`src/rtl/fifo_mq_read_sched_if.sv`:
```
// ============================================================================
// Module      : fifo_mq_read_sched_if
// Description : Bundle of the FIFO read-port and downstream valid/ready
//               signals handled by the multi-queue read scheduler.
//               master : the scheduler (drives read/read_enable and dout*)
//               slave  : the FIFO + consumer side
//               Signals: fifo_empty, queue_mask, read, read_enable, q,
//                        dout, dout_queue, dout_valid, dout_ready, busy.
//               All [0:N-1] vectors are ascending: bit 0 is queue 0.
// Revision    : 1.0 - initial release
// ============================================================================
`timescale 1ns/1ps
`default_nettype none

interface fifo_mq_read_sched_if #(
    parameter int NR_OF_QUEUES = 16,
    parameter int A_HI_SIZE    = 4,
    parameter int DATA_WIDTH   = 36
);
    logic [0:NR_OF_QUEUES-1] fifo_empty;
    logic [0:NR_OF_QUEUES-1] queue_mask;
    logic                    read;
    logic [0:NR_OF_QUEUES-1] read_enable;
    logic [DATA_WIDTH-1:0]   q;
    logic [DATA_WIDTH-1:0]   dout;
    logic [A_HI_SIZE-1:0]    dout_queue;
    logic                    dout_valid;
    logic                    dout_ready;
    logic                    busy;

    modport master (
        input  fifo_empty, queue_mask, q, dout_ready,
        output read, read_enable, dout, dout_queue, dout_valid, busy
    );

    modport slave (
        output fifo_empty, queue_mask, q, dout_ready,
        input  read, read_enable, dout, dout_queue, dout_valid, busy
    );
endinterface

`default_nettype wire

```
`src/rtl/fifo_mq_read_sched.sv`:
```
// ============================================================================
// Module      : fifo_mq_read_sched
// Description : Read-side round-robin scheduler for the multi-queue async
//               FIFO (read clock domain). Picks a non-empty, unmasked queue,
//               issues a one-cycle read with a one-hot queue select, captures
//               the registered RAM output and presents it downstream with its
//               queue number on a valid/ready handshake.
//               Ports: clk, rst (sync, active high),
//                      bus (master modport): fifo_empty, queue_mask, q,
//                      dout_ready in; read, read_enable, dout, dout_queue,
//                      dout_valid, busy out.
//               Per word: IDLE -> ISSUE -> CAPTURE -> OUT (>= 4 cycles).
// Revision    : 1.0 - initial release
// ============================================================================
`timescale 1ns/1ps
`default_nettype none

module fifo_mq_read_sched #(
    parameter int NR_OF_QUEUES = 16,
    parameter int A_HI_SIZE    = 4,
    parameter int DATA_WIDTH   = 36,
    parameter int HOLDOFF      = 2
) (
    input  logic                  clk,
    input  logic                  rst,
    fifo_mq_read_sched_if.master  bus
);

    localparam logic [1:0] c_idle    = 2'd0;
    localparam logic [1:0] c_issue   = 2'd1;
    localparam logic [1:0] c_capture = 2'd2;
    localparam logic [1:0] c_out     = 2'd3;

    localparam logic [2:0]           c_holdoff = 3'(HOLDOFF);
    localparam logic [A_HI_SIZE-1:0] c_rr_init = A_HI_SIZE'(NR_OF_QUEUES - 1);

    logic [1:0]              r_state;
    logic [A_HI_SIZE-1:0]    r_rr;
    logic [A_HI_SIZE-1:0]    r_win;
    logic                    r_read;
    logic [0:NR_OF_QUEUES-1] r_read_enable;
    logic [DATA_WIDTH-1:0]   r_dout;
    logic [A_HI_SIZE-1:0]    r_dout_queue;
    logic                    r_dout_valid;
    logic                    r_busy;
    logic [2:0]              r_hold [NR_OF_QUEUES];

    logic [0:NR_OF_QUEUES-1] w_elig;
    logic [0:NR_OF_QUEUES-1] w_pick_oh;
    logic                    w_found;
    logic [A_HI_SIZE-1:0]    w_pick;

    for (genvar i = 0; i < NR_OF_QUEUES; i++) begin : g_queue
        assign w_elig[i]    = ~bus.fifo_empty[i] & bus.queue_mask[i] & (r_hold[i] == 3'd0);
        assign w_pick_oh[i] = (w_pick == A_HI_SIZE'(i));
    end

    // Round-robin search from r_rr+1 with wrap; r_rr <= N-1 so a single
    // conditional subtract replaces the modulo.
    always_comb begin
        int j;
        j       = 0;
        w_found = 1'b0;
        w_pick  = r_rr;
        for (int k = 1; k <= NR_OF_QUEUES; k++) begin
            j = int'(r_rr) + k;
            if (j >= NR_OF_QUEUES) begin
                j = j - NR_OF_QUEUES;
            end
            if (!w_found && w_elig[j]) begin
                w_found = 1'b1;
                w_pick  = A_HI_SIZE'(j);
            end
        end
    end

    always_ff @(posedge clk) begin
        if (rst) begin
            r_state       <= c_idle;
            r_rr          <= c_rr_init;
            r_win         <= '0;
            r_read        <= 1'b0;
            r_read_enable <= '0;
            r_dout        <= '0;
            r_dout_queue  <= '0;
            r_dout_valid  <= 1'b0;
            r_busy        <= 1'b0;
            for (int i = 0; i < NR_OF_QUEUES; i++) begin
                r_hold[i] <= 3'd0;
            end
        end else begin
            // Holdoff counters run independently of the state; the load in
            // ISSUE below overrides the decrement for the winner.
            for (int i = 0; i < NR_OF_QUEUES; i++) begin
                if (r_hold[i] != 3'd0) begin
                    r_hold[i] <= r_hold[i] - 3'd1;
                end
            end

            case (r_state)
                c_idle: begin
                    if (w_found) begin
                        r_state       <= c_issue;
                        r_win         <= w_pick;
                        r_read_enable <= w_pick_oh;
                        r_read        <= 1'b1;
                        r_busy        <= 1'b1;
                    end else begin
                        r_read_enable <= '0;
                    end
                end
                c_issue: begin
                    r_read         <= 1'b0;
                    r_rr           <= r_win;
                    r_hold[r_win]  <= c_holdoff;
                    r_state        <= c_capture;
                end
                c_capture: begin
                    // RAM output is valid now; select dropped once captured.
                    r_dout        <= bus.q;
                    r_dout_queue  <= r_win;
                    r_dout_valid  <= 1'b1;
                    r_read_enable <= '0;
                    r_state       <= c_out;
                end
                c_out: begin
                    if (bus.dout_ready) begin
                        r_dout_valid <= 1'b0;
                        r_busy       <= 1'b0;
                        r_state      <= c_idle;
                    end
                end
                default: begin
                    r_state <= c_idle;
                end
            endcase
        end
    end

    assign bus.read        = r_read;
    assign bus.read_enable = r_read_enable;
    assign bus.dout        = r_dout;
    assign bus.dout_queue  = r_dout_queue;
    assign bus.dout_valid  = r_dout_valid;
    assign bus.busy        = r_busy;

endmodule

`default_nettype wire

```
`src/flat_wrapper.sv`:
```
// flat-port wrapper written by rule: the top's interface ports become plain ports
module fifo_mq_read_sched_flat 
#(
    parameter int NR_OF_QUEUES = 16,
    parameter int A_HI_SIZE    = 4,
    parameter int DATA_WIDTH   = 36,
    parameter int HOLDOFF      = 2
)
  (clk, rst, bus_fifo_empty, bus_queue_mask, bus_q, bus_dout_ready, bus_read, bus_read_enable, bus_dout, bus_dout_queue, bus_dout_valid, bus_busy);
  fifo_mq_read_sched_if #(.NR_OF_QUEUES(NR_OF_QUEUES), .A_HI_SIZE(A_HI_SIZE), .DATA_WIDTH(DATA_WIDTH)) bus_i ();
  input  logic clk;
  input  logic rst;
  input wire logic [$bits(bus_i.fifo_empty)-1:0] bus_fifo_empty;
  input wire logic [$bits(bus_i.queue_mask)-1:0] bus_queue_mask;
  input wire logic [$bits(bus_i.q)-1:0] bus_q;
  input wire logic [$bits(bus_i.dout_ready)-1:0] bus_dout_ready;
  output wire logic [$bits(bus_i.read)-1:0] bus_read;
  output wire logic [$bits(bus_i.read_enable)-1:0] bus_read_enable;
  output wire logic [$bits(bus_i.dout)-1:0] bus_dout;
  output wire logic [$bits(bus_i.dout_queue)-1:0] bus_dout_queue;
  output wire logic [$bits(bus_i.dout_valid)-1:0] bus_dout_valid;
  output wire logic [$bits(bus_i.busy)-1:0] bus_busy;
  assign bus_i.fifo_empty = bus_fifo_empty;
  assign bus_i.queue_mask = bus_queue_mask;
  assign bus_i.q = bus_q;
  assign bus_i.dout_ready = bus_dout_ready;
  assign bus_read = bus_i.read;
  assign bus_read_enable = bus_i.read_enable;
  assign bus_dout = bus_i.dout;
  assign bus_dout_queue = bus_i.dout_queue;
  assign bus_dout_valid = bus_i.dout_valid;
  assign bus_busy = bus_i.busy;
  fifo_mq_read_sched #(.NR_OF_QUEUES(NR_OF_QUEUES), .A_HI_SIZE(A_HI_SIZE), .DATA_WIDTH(DATA_WIDTH), .HOLDOFF(HOLDOFF)) u_core (.clk(clk), .rst(rst), .bus(bus_i));
endmodule
```
`config.mk`:
```
export PLATFORM = sky130hd
export DESIGN_NAME = fifo_mq_read_sched_flat
export DESIGN_NICKNAME = d
export VERILOG_FILES = /design/src/rtl/fifo_mq_read_sched_if.sv /design/src/rtl/fifo_mq_read_sched.sv /design/src/flat_wrapper.sv
export SDC_FILE = /design/constraint.sdc
export NUM_CORES = 1
export LEC_CHECK = 0
export ABC_CLOCK_PERIOD_IN_PS = 6400
export CAP_MARGIN = 20
export CORE_UTILIZATION = 54
export DETAILED_ROUTE_END_ITERATION = 7
export GPL_ROUTABILITY_DRIVEN = 1
export GPL_TIMING_DRIVEN = 0
export PLACE_DENSITY_LB_ADDON = 0.12
export SYNTH_ARGS = -nofsm -noshare
export SYNTH_HDL_FRONTEND = slang
export SYNTH_SLANG_ARGS = --single-unit
```
`constraint.sdc`:
```
create_clock -name clk -period 6.4 [get_ports clk]
set_input_delay 1.28 -clock clk [delete_from_list [all_inputs] [get_ports clk]]
set_output_delay 1.28 -clock clk [all_outputs]
set_load 0.01 [all_outputs]
```
==> summary.txt, run 1 <==
Timing
  – Slack of the critical path: ~560 ps
  – Final period utilization: 91.3%
  – Final Setup Violations: 0
  – Hold Violations, Final: 0
  – RSZ-0062 raised after global routing: false
  – Skew final: 8.77 ps
  – Slew Limit Headroom: around two fifths
  – Fmax: between 150 and 200 MHz
  – Worst-Margin Slew: roughly 900 ps
  – Fin crit period: a little under 6000 ps
  – Setup_tns: 0 ps
  – Slew Limit Fails: 0

Synth
  – Synth Area in Simple Gates: 21.5%
  – Post-synthesis sequential area ratio: between 30% and 40%
  – Post-synthesis cell area: approximately 7500 um2
  – Post-synth cell types: 80
  – Synth area leader: dfxtp_1
  – Avg Synthesized Cell Area: 8.66 um2
  – Yosys top cell area share: around 31%
  – Synth area leaders: dfxtp_1 (31%), ha_1 (7.2%), mux2i_1 (7.1%)
  – Mapped Nets: roughly 1000
  – Adder-Cell Fraction of Synth Area: 7.15%
  – Ys async rst share: 0%
  – Top FF cell, synth: dfxtp_1
  – Mapped Cells: 868
  – Yosys reg bits: around 120
  – Post-synthesis mux area share: between 10 and 15%
  – Compound-Gate Fraction of Synth Area: between 15 and 20%
  – Largest family of logic cells by synthesized area: simple AND/OR/NAND/NOR gates
  – Synth warn: 0
  – XOR/XNOR Fraction of Synth Area: under 10%
  – Count of flip-flops with a built-in enable after synthesis: 0

CTS
  – Clk sinks: 117
  – Clock Latency Late Sink: roughly 420 ps
  – CTS buffer count: 17
  – Post-CTS Setup Inserts: 0
  – CTS tree: built
  – Clock H-tree levels: 4
  – Maximum root-to-sink buffer count: 2
  – Clock transition at path regs: 50 ps
  – Clock root cell: clkbuf_16
  – CTS hold repair buffers: 0
  – Resize count post-CTS: 0

Drt
  – Drt first pass iters: 5
  – Detailed Route WL: 20200 um
  – Initial DRC Count: approximately 540
  – Vias per cell: roughly 5.9
  – Total number of vias: about 7000
  – # DRC: 0
  – Antenna Nets Post-Route: 0
  – WL per Instance: roughly 17 um

GRT
  – Tot GR Track Use: between 20 and 30%
  – Grt ovf: 0
  – Met2 usage in global routing: 46.5%
  – Met3 GRT Util: 5.94%
  – Vias in the first global route: roughly 6800
  – Most Used Layer, Global Route: met2
  – Pin count of the biggest net entering global routing: 17
  – First-pass GRT wire length: roughly 33000 um
  – Initial antenna violation count: 0
  – Met1 Use GR: 38.4%

Worst setup path
  – Reg2reg start: u_core.r_rr[1]
  – Worst setup EP type: flop
  – CP Launch Type: flop
  – Crit path capture: u_core.bus.read_enable[8]
  – R2R setup slack: roughly 560 ps
  – Req. time, crit path: between 6000 and 7000 ps
  – Largest fanout on the critical path: 13
  – R2R cell count: 16
  – Crit path kind: flop to flop
  – CP Data Arrival Time: slightly above 6000 ps
  – R2R Path End: u_core.bus.read_enable[8]
  – Critical Path Source: u_core.r_rr[1]

Final layout
  – Area Growth Syn to Fin: 27.5%
  – Ratio of cells with drive above 1 in the final layout: around 8.9%
  – Final nets: between 1000 and 1500
  – Antenna fix cells: 0
  – Final Instance Count excl. Fillers: between 1000 and 1500

Power
  – Worst IR drop on VDD: ~0.47 mV
  – Switch Pwr: approximately 2.9 mW
  – Internal: 3.26 mW
  – Switch share: a little under half
  – Leakage: approximately 3.7 nW
  – Clock power frac: around 14%
  – Seq pwr share: 18.2%
  – Cell Pwr Density: between 600 and 700 nW/um2
  – Comb pwr share: 67.4%

Die
  – Die H: around 120 um
  – Chip width: ~120 um
  – Die ar.: about 14000 um2
  – Initial core utilization: 56.1%
  – I/O pin count: between 100 and 150
  – Core area: 13400 um2
  – Row count: 42

Place
  – Routability congestion estimate: ~0.95
  – DPL Wire Length: 15100 um
  – IO buf count: roughly 130
  – Placed cell count: approximately 1200
  – Pre-CTS setup slack: between 700 and 800 ps

Status
  – Status: completed

Job
  – Max Cap Viol: 0

Worst hold path
  – Worst hold path type: flop to flop
[placed cells by master (no fill, tap or decap), types with 10 or more instances in the layout]
cell type / instances
dfxtp_1: 117
nor3_1: 45
nor2b_1: 10
and3b_1: 13
xor2_1: 18
ha_1: 43
buf_1: 10
o21ai_0: 18
o211ai_1: 12
nor2_1: 118
clkdlybuf4s50_1: 128
clkbuf_1: 24
mux4_2: 22
clkbuf_16: 17
a21oi_1: 48
xnor2_1: 11
o22ai_1: 18
mux2i_1: 53
inv_1: 56
nand3_1: 14
nand3b_1: 20
nand2_1: 47
buf_2: 10
[routing by layer]
layer,part of all wire (%),vias up,wire length [um]
met3,6.6,54,1340
li1,-,3430,-
met1,44,3330,8910
met2,46,272,9320
met4,3.1,0,636
met5,0,-,0
[cell families after synthesis]
group | count (synthesis)
adder cells (fa/ha/maj) | 43
multiplexers | 80
XOR/XNOR | 29
AO/OA/AOI/OAI | 181
flip-flops | 117
AND/OR/NAND/NOR | 312
buffers and inverters | 106
[state kept, by name, summed over array words and instances, names as in the netlist]
name,flops
u_core.r_hold,48
u_core.bus.dout,36
u_core.r_rr,4
u_core.r_state,2
u_core.bus.read_enable,16
u_core.bus.dout_queue,4
u_core.bus.read,1
u_core.bus.dout_valid,1
u_core.r_win,4
u_core.bus.busy,1
[power groups by stage]
stage                     Clock (mW)  Sequential (mW)  Combinational [mW]
after CTS                      0.906             1.12                4.11
after global routing           0.944             1.15                4.60
after detailed placement           0             1.13                4.07
after floorplan                    0             1.14                3.10
final                          0.895             1.13                4.17
after global placement             0             1.13                4.02
[how the worst min path moves through the flow]
stage | from | to | slack [ps] | cells after the start
global placement | u_core.bus.read_enable[15] | u_core.bus.read_enable[15] | 440 | 2
global route | u_core.bus.read_enable[12] | u_core.bus.read_enable[12] | 470 | 1
detailed placement | u_core.bus.read_enable[2] | u_core.bus.read_enable[2] | 440 | 2
CTS | u_core.bus.read_enable[11] | u_core.bus.read_enable[11] | 460 | 2
floorplan | u_core.bus.read_enable[10] | u_core.bus.read_enable[10] | 480 | 2
finish | u_core.bus.read_enable[15] | u_core.bus.read_enable[15] | 460 | 2
[synthesized netlist by cell type, drive strengths merged (3+ instances only)]
master and n:
o22ai 18, xnor2 11, nor2 119, o21ai 23, nor3 46, nand4b 3
or2 3, a211oi 5, nand3b 21, nand2 48, and2 3, a32o 9
a211o 4, o31ai 9, or3 4, mux4 22, nand4bb 3, a22o 3
ha 43, o211ai 12, a31oi 5, a21o 6, inv 58, o21a 4
and3b 14, nor2b 11, and3 3, nand2b 8, buf 23, a22oi 7
clkbuf 24, mux2 5, xor2 18, a2bb2oi 5, a21oi 48, nand3 14
dfxtp 117, mux2i 53
[area by class of cell]
type / instances / area, um2
plain buffers: 47 / 208
clock buffers: 18 / 439
clock inverters: 14 / 125
fillers: 1064 / 3810
inverters: 59 / 221
multi-input cells: 645 / 4750
flip-flops and latches: 117 / 2340
well taps: 176 / 220
repair buffers: 128 / 1280
[critical path, stage by stage (launching register included)]
cell	delay (ps)
dfxtp_1	580
inv_1	160
buf_1	420
ha_1	510
clkbuf_1	560
mux4_2	490
a22oi_1	300
o21ai_0	270
or4b_1	560
buf_2	180
or4_4	520
buf_6	160
nor2b_1	110
a311oi_1	70
o21ai_1	230
o21ai_1	290
a32o_1	320
[metrics by stage]
stage / util, % / instance area [um2] / hold slack [ps] / total power [mW]
3_3_place_gp: 67.3 / 9020 / 436 / 5.15
2_1_floorplan: - / 7520 / 478 / 4.24
4_1_cts: 71.5 / 9590 / 457 / 6.14
3_5_place_dp: 67.3 / 9020 / 442 / 5.20
6_report: 71.5 / 9590 / 457 / 6.19
5_1_grt: 71.5 / 9590 / 474 / 6.70
(Power assumes the default switching activity.)
==> run 2: changes to the inputs <==
SKIP_CTS_REPAIR_TIMING = 1   (was default)
==> results of run 2 <==
Final layout, timing and power as in run 1 (identical DEF).
